--- src/rtl/rf_writeback_arbiter.sv ---
// Single write-port arbiter for the pipeline5 register file: ALU results vs. a long-latency FIFO,
// plus the busy-register scoreboard. Define RF_WB_BYPASS_EN to drive the byp_* forwarding outputs.
module rf_writeback_arbiter #(
  parameter int unsigned WORD_SIZE    = 32,
  parameter int unsigned ADDR_WIDTH   = 5,
  parameter int unsigned QUEUE_DEPTH  = 2,
  parameter int unsigned STARVE_LIMIT = 4
) (
  input  logic                  clk,
  input  logic                  reset,
  input  logic                  issue_valid,
  input  logic [ADDR_WIDTH-1:0] issue_rd,
  output logic                  issue_ready,
  input  logic                  alu_valid,
  input  logic [ADDR_WIDTH-1:0] alu_rd,
  input  logic [WORD_SIZE-1:0]  alu_data,
  output logic                  alu_stall,
  input  logic                  ldu_valid,
  input  logic [ADDR_WIDTH-1:0] ldu_rd,
  input  logic [WORD_SIZE-1:0]  ldu_data,
  output logic                  ldu_ready,
  output logic                  we3,
  output logic [ADDR_WIDTH-1:0] wr_addr3,
  output logic [WORD_SIZE-1:0]  wr_data3,
  output logic [31:0]           busy_vec,
  output logic                  byp_valid,
  output logic [ADDR_WIDTH-1:0] byp_addr,
  output logic [WORD_SIZE-1:0]  byp_data
);

  localparam int unsigned NumRegs = 32;
  localparam int unsigned PtrW    = (QUEUE_DEPTH > 1) ? $clog2(QUEUE_DEPTH) : 1;
  localparam int unsigned CntW    = $clog2(QUEUE_DEPTH + 1);
  localparam int unsigned StarveW = $clog2(STARVE_LIMIT + 1);

  localparam logic [CntW-1:0]    DepthCnt  = CntW'(QUEUE_DEPTH);
  localparam logic [StarveW-1:0] StarveMax = StarveW'(STARVE_LIMIT);

  typedef enum logic [0:0] {StNormal, StDrain} arb_state_e;

  arb_state_e            state_q, state_d;
  logic [StarveW-1:0]    starve_cnt_q, starve_cnt_d;
  logic [ADDR_WIDTH-1:0] fifo_rd_q   [QUEUE_DEPTH];
  logic [WORD_SIZE-1:0]  fifo_data_q [QUEUE_DEPTH];
  logic [PtrW-1:0]       wr_ptr_q, rd_ptr_q;
  logic [CntW-1:0]       count_q, count_d;
  logic [CntW-1:0]       outstanding_q, outstanding_d;
  logic [NumRegs-1:0]    busy_q, busy_d;
  logic                  we3_q;
  logic [ADDR_WIDTH-1:0] wr_addr3_q;
  logic [WORD_SIZE-1:0]  wr_data3_q;

  logic                  fifo_empty, fifo_full;
  logic                  push, pop, issue_fire;
  logic                  alu_win, fifo_win, wb_valid;
  logic [ADDR_WIDTH-1:0] head_rd, wb_rd;
  logic [WORD_SIZE-1:0]  head_data, wb_data;

  assign fifo_empty = (count_q == '0);
  assign fifo_full  = (count_q == DepthCnt);
  assign head_rd    = fifo_rd_q[rd_ptr_q];
  assign head_data  = fifo_data_q[rd_ptr_q];

  assign ldu_ready   = !fifo_full;
  assign push        = ldu_valid && ldu_ready;
  assign issue_ready = !busy_q[issue_rd] && (outstanding_q < DepthCnt);
  assign issue_fire  = issue_valid && issue_ready;

  // Drain gives the FIFO priority; an empty FIFO there lets the ALU through rather than idling.
  always_comb begin
    alu_win  = 1'b0;
    fifo_win = 1'b0;
    unique case (state_q)
      StNormal: begin
        if (alu_valid) begin
          alu_win = 1'b1;
        end else if (!fifo_empty) begin
          fifo_win = 1'b1;
        end
      end
      StDrain: begin
        if (!fifo_empty) begin
          fifo_win = 1'b1;
        end else if (alu_valid) begin
          alu_win = 1'b1;
        end
      end
      default: ;
    endcase
  end

  assign pop       = fifo_win;
  assign alu_stall = alu_valid && !alu_win;
  assign wb_valid  = alu_win || fifo_win;
  assign wb_rd     = alu_win ? alu_rd : head_rd;
  assign wb_data   = alu_win ? alu_data : head_data;

  always_comb begin
    starve_cnt_d = starve_cnt_q;
    if (pop) begin
      starve_cnt_d = '0;
    end else if (!fifo_empty && (starve_cnt_q != StarveMax)) begin
      starve_cnt_d = starve_cnt_q + StarveW'(1);
    end
  end

  // Switching on the next count lets the FIFO win on its (STARVE_LIMIT+1)-th waiting cycle.
  always_comb begin
    state_d = state_q;
    unique case (state_q)
      StNormal: if (!pop && (starve_cnt_d == StarveMax)) state_d = StDrain;
      StDrain:  if (pop) state_d = StNormal;
      default:  state_d = StNormal;
    endcase
  end

  always_comb begin
    count_d       = count_q + CntW'(push) - CntW'(pop);
    outstanding_d = outstanding_q + CntW'(issue_fire)
                    - CntW'(pop && (outstanding_q != '0));
  end

  always_comb begin
    busy_d = busy_q;
    if (issue_fire && (issue_rd != '0)) begin
      busy_d[issue_rd] = 1'b1;
    end
    if (pop) begin
      busy_d[head_rd] = 1'b0;
    end
    busy_d[0] = 1'b0;
  end

  always_ff @(posedge clk) begin
    if (reset) begin
      state_q       <= StNormal;
      starve_cnt_q  <= '0;
      wr_ptr_q      <= '0;
      rd_ptr_q      <= '0;
      count_q       <= '0;
      outstanding_q <= '0;
      busy_q        <= '0;
      we3_q         <= 1'b0;
      wr_addr3_q    <= '0;
      wr_data3_q    <= '0;
    end else begin
      state_q       <= state_d;
      starve_cnt_q  <= starve_cnt_d;
      count_q       <= count_d;
      outstanding_q <= outstanding_d;
      busy_q        <= busy_d;
      if (push) begin
        fifo_rd_q[wr_ptr_q]   <= ldu_rd;
        fifo_data_q[wr_ptr_q] <= ldu_data;
        wr_ptr_q              <= wr_ptr_q + PtrW'(1);
      end
      if (pop) begin
        rd_ptr_q <= rd_ptr_q + PtrW'(1);
      end
      // x0 results are consumed but never written.
      we3_q <= wb_valid && (wb_rd != '0);
      if (wb_valid) begin
        wr_addr3_q <= wb_rd;
        wr_data3_q <= wb_data;
      end
    end
  end

  assign we3      = we3_q;
  assign wr_addr3 = wr_addr3_q;
  assign wr_data3 = wr_data3_q;
  assign busy_vec = busy_q;

`ifdef RF_WB_BYPASS_EN
  assign byp_valid = we3_q && (wr_addr3_q != '0);
  assign byp_addr  = wr_addr3_q;
  assign byp_data  = wr_data3_q;
`else
  assign byp_valid = 1'b0;
  assign byp_addr  = '0;
  assign byp_data  = '0;
`endif

  alu_rd_not_busy_a: assert property (@(posedge clk) disable iff (reset)
    (alu_valid && (alu_rd != '0)) |-> !busy_q[alu_rd]);

  ldu_rd_busy_a: assert property (@(posedge clk) disable iff (reset)
    (ldu_valid && (ldu_rd != '0)) |-> busy_q[ldu_rd]);

endmodule

--- config.mk ---
export PLATFORM = sky130hd
export DESIGN_NAME = rf_writeback_arbiter
export DESIGN_NICKNAME = d
export VERILOG_FILES = /design/src/rtl/rf_writeback_arbiter.sv
export SDC_FILE = /design/constraint.sdc
export NUM_CORES = 1
export LEC_CHECK = 0
export ABC_AREA = 1
export CAP_MARGIN = 40
export CORE_MARGIN = 2
export CORE_UTILIZATION = 45
export CTS_CLUSTER_SIZE = 30
export DETAILED_ROUTE_END_ITERATION = 10
export PLACE_DENSITY = 0.85
export SKIP_CTS_REPAIR_TIMING = 1
export SLEW_MARGIN = 20
export SYNTH_ARGS = -nofsm -noshare
export SYNTH_HDL_FRONTEND = slang
export SYNTH_SLANG_ARGS = --single-unit
--- constraint.sdc ---
create_clock -name clk -period 9.6 [get_ports clk]
set_input_delay 1.44 -clock clk [delete_from_list [all_inputs] [get_ports clk]]
set_output_delay 1.44 -clock clk [all_outputs]
set_load 0.03 [all_outputs]
==> results of run 1 <==
## cells in the final DEF, fill, tap and decap left out, types with 10 or more instances in the layout
cell type        netlist  final
inv_1                 63     63
edfxtp_1              74     74
clkdlybuf4s50_1        0    155
clkbuf_16              0     17
conb_1                 1     39
o21ai_0              103    103
dfxtp_1               80     80
nand4_1               33     33
nor3_1                11     10
nand2_1              102    101
a21oi_1               63     63
nand3_1               39     39
nor2_1                91     89
a31oi_1               20     20
## cell families after synthesis
kind of cell,count (synthesis),share of synthesized area
DFF,154,0.549
and+or+nand+nor,288,0.182
AOI/OAI and AO/OA,192,0.143
other,1,0.000538
buffers and inverters,150,0.112
adders and majority gates,6,0.0108
xor gates and xnor gates,2,0.00252
## path summary, 6_finish.rpt
path	cells after the start	to	slack [ns]	startpoint
setup / recovery	9	issue_ready	3.82	issue_rd[0]
setup reg to reg	7	busy_vec[4]	6.96	flop
hold / removal	2	busy_vec[28]	0.48	busy_vec[28]
hold reg to reg	2	busy_vec[28]	0.48	busy_vec[28]
## power by group through the flow
stage               Combinational, mW  Clock [mW]  Sequential, mW
finish                          0.612       0.693           0.820
CTS                             0.615       0.702           0.819
floorplan                       0.327           0           0.908
detailed placement              0.612           0           0.832
global route                    0.672       0.731           0.829
global placement                0.585           0           0.829
## registers in the layout, summed over array words and instances, names as in the netlist, named ones only
signal / cells
wr_data3: 32
state_q: 1
wr_ptr_q: 1
starve_cnt_q: 3
busy_vec: 31
outstanding_q: 2
wr_addr3: 5
we3: 1
fifo_data_q: 64
rd_ptr_q: 1
count_q: 2
fifo_rd_q: 10
## cell type report
class / count / area share
diodes: 1 / 0.000275
clock buffers: 18 / 0.0471
clock inverters: 14 / 0.0202
inverters: 67 / 0.0279
multi-input cells: 527 / 0.277
flip-flops and latches: 154 / 0.420
well taps: 188 / 0.0258
repair buffers: 164 / 0.182
## worst max-delay path: cells and delay by family
kind | cells | cell delay (ns)
AOI/OAI and AO/OA | 1 | 0.12
buffers and inverters | 2 | 1.49
and+or+nand+nor | 6 | 1.26
## metrics by stage
stage	hold slack (ns)	area [µm²]	std cells	power [mW]
floorplan	0.426	7110	831	1.24
global placement	0.431	8420	1096	1.41
detailed placement	0.462	8480	1099	1.44
CTS	0.477	9090	1131	2.14
global route	0.498	9110	1133	2.23
finish	0.478	9110	1133	2.12
## layer usage
| metal | GRT usage | up-vias | share of wire |
|---|---|---|---|
| li1 | - | 2908 | - |
| met1 | 0.269 | 2776 | 0.41 |
| met2 | 0.367 | 268 | 0.49 |
| met3 | 0.0719 | 26 | 0.088 |
| met4 | 0.0685 | 0 | 0.016 |
| met5 | 0 | - | 0 |
==> qor.yml, run 1 <==
status:
  outcome: "completed"
clock_network:
  cts_tree: "done"
  numCtsBuffers: 17
  worst_skew_pair.late_latency_ns: 0.42
  clkSinkCount: 154
  cts.clk_slew.worst_paths_ns: 0.06
  clk_path_buf_depth: 2
  ctsHtreeMaxLevel: 4
  clockRootBuffer: "clkbuf_16"
critical_path:
  crit_required_ns: 8.16
  startpoint_type: "primary input"
  end_kind: "primary output"
  cpPeakStageDelay_ns: 0.80
  crit_top_cell: "nand2_1"
  crit_slowest_cell: "clkdlybuf4s50_1"
  arrival_ns: 4.34
  cp_max_fo: 33
  crit_chain: "clkdlybuf4s50_1 > nand2_1 > nor2_1 > a21oi_1 > nand2_1 > nand2_1 > nand3_2 > nor2_4 > clkdlybuf4s50_1"
  timing_worst_setup_path_type: "primary input to primary output"
synth:
  yosysWarnings: 0
  ys_seq_area_frac: 0.549
  yosysTopAreaCell: "edfxtp_1"
  synth_ff_type: "dfxtp_1"
  synth-edff-count: 74
  synthTopCellsByCount: "o21ai_0 (103), nand2_1 (102), nor2_1 (91)"
  async_reset_ff_frac: 0
  synth.most_common_cell: "o21ai_0"
  ys_top_cells_by_area: "edfxtp_1 (32%), dfxtp_1 (23%), o21ai_0 (7.4%)"
  ys_types: 32
  netlist_area_um2: 6960
  synth_top_area_frac: 0.319
  ys_seq_elements: 154
  avgSynthCellArea_um2: 8.78
  synthCells: 793
power:
  power_leakage_nw: 3.36
  switching_power_mw: 0.723
  p_per_area_nw_per_um2: 233
  seq_power_share: 0.386
  swShare: 0.340
  p_int_mw: 1.40
  share_comb_of_total_power: 0.288
  p_clk_frac: 0.326
  vdd_drop_max_v: 0.000159
route:
  drc: 0
  wl_per_cell_um: 15.8
  first_pass_iters: 5
  drtIter0Drc: 512
  routed_via_density: 5.28
  drtAntennaViolNets: 0
  num_vias: 5978
  wirelength_mm: 17.9
floorplan:
  initial_utilization: 0.460
  core.rowCount: 45
  die_y_um: 128
  core_area_um2: 15100
  dieArea_um2: 16500
  top_level_ports: 195
  die_x_um: 128
sta:
  slew_viol_final: 0
  skew_ns: 0.0126
  fin_ws_ns: 3.82
  worst_slew_pin_slew_ns: 0.708
  hold_viol_final: 0
  rsz0062_at_grt: "false"
  max_freq_mhz: 173
  slew_headroom: 0.527
  setup_violations: 0
  fin_crit_ns: 5.78
  fin_crit_sh: 0.602
  tns_ns: 0
grt:
  grt_use_total: 0.219
  grt_pass1_vias: 5606
  antenna_found_initial: 1
  grt_pass1_wl_mm: 27.9
  grt_max_degree: 75
  overflow: 0
place:
  hpwlAfterDp_mm: 12.1
  pre_cts_ws_ns: 3.84
  gp_congestion: 0.923
  port_buffers: 155
cells_and_area:
  multi_input_area_um2: 2520
  nFillCells: 1271
  regArea_um2: 3820
  post-route-util: 0.601
  nets: 1021
  drive_gt1_frac: 0.0636
  area_delta_synth_final_pct: 30.8
worst_hold_path:
  hold_path_class: "flop to flop"
flow_run:
  max_cap_viol_count: 0
No activity file was read; power rests on OpenSTA's default activity.
==> run 2: changes to the inputs <==
--- a/config.mk
+++ b/config.mk
@@ -8,10 +8,10 @@
 export ABC_AREA = 1
 export CAP_MARGIN = 40
 export CORE_MARGIN = 2
-export CORE_UTILIZATION = 45
+export CORE_UTILIZATION = 44
 export CTS_CLUSTER_SIZE = 30
 export DETAILED_ROUTE_END_ITERATION = 10
-export PLACE_DENSITY = 0.85
+export PLACE_DENSITY = 0.86
 export SKIP_CTS_REPAIR_TIMING = 1
 export SLEW_MARGIN = 20
 export SYNTH_ARGS = -nofsm -noshare
==> constraint.sdc (replaced) <==
create_clock -name clk -period 4.9 [get_ports clk]
set_input_delay 0.735 -clock clk [delete_from_list [all_inputs] [get_ports clk]]
set_output_delay 0.735 -clock clk [all_outputs]
set_load 0.03 [all_outputs]
==> run 2 against run 1 <==
- via count increased by 1.2%
- worst hold slack got worse by 0.028 ns
- cell area down 0.23%
- clock skew shrank 0.00099 ns
- utilization down 0.80 points
- setup slack got worse by 2.8 ns
- wire length grew 1.5%
- register-to-register slack worse by 4.7 ns
- final cell count up 2.2%
- sequential share of layout area rose by 0.098 points
- clock power increased by 85%
- power grew 92%
- critical path type unchanged
==> qor.yml, run 2 (synthesis gave the netlist of run 1 again) <==
sta:
  slew_viol_final: 0  # unchanged
  slew_headroom: 0.478  # was 0.527
  fin_crit_ns: 3.91
  max_freq_mhz: 256
  hold_viol_final: 0  # unchanged
  fin_ws_ns: 0.987  # was 3.82 ns
  rsz0062_at_grt: "false"  # unchanged
  fin_crit_sh: 0.799
  tns_ns: 0  # unchanged
  worst_slew_pin_slew_ns: 0.781  # was 0.708 ns
  setup_violations: 0  # unchanged
  skew_ns: 0.0116  # was 0.0126 ns
clock_network:
  clkSinkCount: 154  # unchanged
  cts_tree: "done"  # unchanged
  numCtsBuffers: 17  # unchanged
  cts.clk_slew.worst_paths_ns: 0.06  # about the same
  worst_skew_pair.late_latency_ns: 0.42  # about the same
  clockRootBuffer: "clkbuf_16"  # unchanged
  clk_path_buf_depth: 2  # unchanged
  ctsHtreeMaxLevel: 4  # unchanged
status:
  outcome: "completed"  # unchanged
place:
  pre_cts_ws_ns: 1.02  # was 3.84 ns
  hpwlAfterDp_mm: 12.0  # was 12.1 mm
  port_buffers: 155  # unchanged
  place_area_um2: 8490  # was 8480 µm²
  gp_congestion: 0.874  # was 0.923
critical_path:
  crit_top_cell: "nand2_1"  # unchanged
  crit_required_ns: 4.16  # was 8.16 ns
  worstSetupEndpoint: "issue_ready"  # unchanged
  reg2reg_slack_ns: 2.30  # was 6.96 ns
  crit_slowest_cell: "clkdlybuf4s50_1"  # unchanged
  reg2reg_to: "busy_vec[25]"  # was busy_vec[4]
  timing_worst_setup_path_type: "primary input to primary output"  # unchanged
  crit_chain: "clkdlybuf4s50_1 > nand2_1 > nor2_1 > a21oi_1 > nand2_1 > nand2_1 > nand3_2 > nor2_4 > clkdlybuf4s50_1"  # unchanged
  cp_max_fo: 15  # was 33
  cpPeakStageDelay_ns: 0.69  # was 0.80 ns
  r2r_cells: 7  # unchanged
  cp-startpoint: "issue_rd[0]"  # unchanged
  end_kind: "primary output"  # unchanged
  startpoint_type: "primary input"  # unchanged
  arrival_ns: 3.18  # was 4.34 ns
power:
  vdd_drop_max_v: 0.000316  # was 0.000159 V
  power_leakage_nw: 3.34  # was 3.36 nW
  p_per_area_nw_per_um2: 449  # was 233 nW/µm²
route:
  routed_via_density: 5.22  # was 5.28
  first_pass_iters: 5  # unchanged
  drc: 0  # unchanged
  wirelength_mm: 18.2  # was 17.9 mm
  num_vias: 6047  # was 5,978
  wl_per_cell_um: 15.7  # was 15.8 µm
  drtAntennaViolNets: 0  # unchanged
  drtIter0Drc: 424  # was 512
cells_and_area:
  nets: 1023  # was 1,021
  mostFrequentLayoutCell: "clkdlybuf4s50_1"  # unchanged
  regMostFlops: "fifo_data_q"  # unchanged
  regArea_um2: 3820  # unchanged
  area_delta_synth_final_pct: 30.5  # was 30.8%
  post-route-util: 0.593  # was 0.601
  multi_input_area_um2: 2520  # unchanged
  nFillCells: 1287  # was 1,271
  drive_gt1_frac: 0.0634  # was 0.0636
  largest_register_ffs: 64  # unchanged
  stdcell_area_um2: 9080  # was 9110 µm²
  mostFrequentLayoutCells: "clkdlybuf4s50_1 (155), o21ai_0 (103), nand2_1 (101)"  # unchanged
floorplan:
  initial_utilization: 0.455  # was 0.460
  die_y_um: 130  # was 128 µm
  core.rowCount: 45  # unchanged
  top_level_ports: 195  # unchanged
  dieArea_um2: 16900  # was 16,500 µm²
  core_area_um2: 15300  # was 15,100 µm²
  die_x_um: 130  # was 128 µm
grt:
  use_met3: 0.0508  # was 0.0719
  overflow: 0  # unchanged
  grt_pass1_vias: 5609  # was 5,606
  antenna_found_initial: 0  # was 1
  grt.busiest_layer: "met2"  # unchanged
  grt_pass1_wl_mm: 27.7  # was 27.9 mm
  use_met1: 0.265  # was 0.269
  grt_util_met2: 0.358  # was 0.367
  grt_max_degree: 40  # was 75
  grt_use_total: 0.213  # was 0.219
worst_hold_path:
  hold_path_class: "flop to flop"  # unchanged
flow_run:
  max_cap_viol_count: 0  # unchanged
-- run 2: layout make-up --
class | instances | area share
antenna | 1 | 0.000275
clock buffer | 18 | 0.0472
clock inverter | 14 | 0.0163
inverter | 67 | 0.0280
multi-input combinational | 527 | 0.278
sequential | 154 | 0.421
tap | 211 | 0.0291
timing repair buffer | 166 | 0.181
-- run 2: stage by stage --
stage / hold WS, ns / instances / power [mW]
after floorplan: 0.426 / 831 / 2.42
after global placement: 0.432 / 1124 / 2.78
after detailed placement: 0.446 / 1124 / 2.81
after CTS: 0.454 / 1156 / 4.09
after global routing: 0.485 / 1157 / 4.28
final: 0.450 / 1158 / 4.08
-- run 2: report_power, final --
part           internal, mW  total (mW)  switching [mW]
Sequential             1.52        1.61          0.0852
Combinational         0.402        1.19           0.793
Clock                 0.752        1.28           0.525
Total                  2.68        4.08            1.40
-- run 2: per-layer routing --
metal / share of wire / wire length, µm / vias to the layer above
li1: - / - / 2920
met5: 0 / 0 / -
met1: 0.42 / 7580 / 2774
met3: 0.089 / 1630 / 28
met2: 0.48 / 8690 / 325
met4: 0.016 / 286 / 0
-- run 2: worst min path at each step --
stage	startpoint	end	slack [ns]	cells past startpoint
2_1_floorplan	rd_ptr_q	flop	0.43	1
3_3_place_gp	rd_ptr_q	flop	0.43	1
3_5_place_dp	rd_ptr_q	flop	0.45	1
4_1_cts	rd_ptr_q	flop	0.45	1
5_1_grt	rd_ptr_q	flop	0.48	1
6_report	rd_ptr_q	flop	0.45	1
-- run 2: critical path: cells and delay by family --
family,cells,cell delay [ns]
buffers and inverters,2,1.36
and+or+nand+nor,6,0.93
AOI/OAI and AO/OA,1,0.15
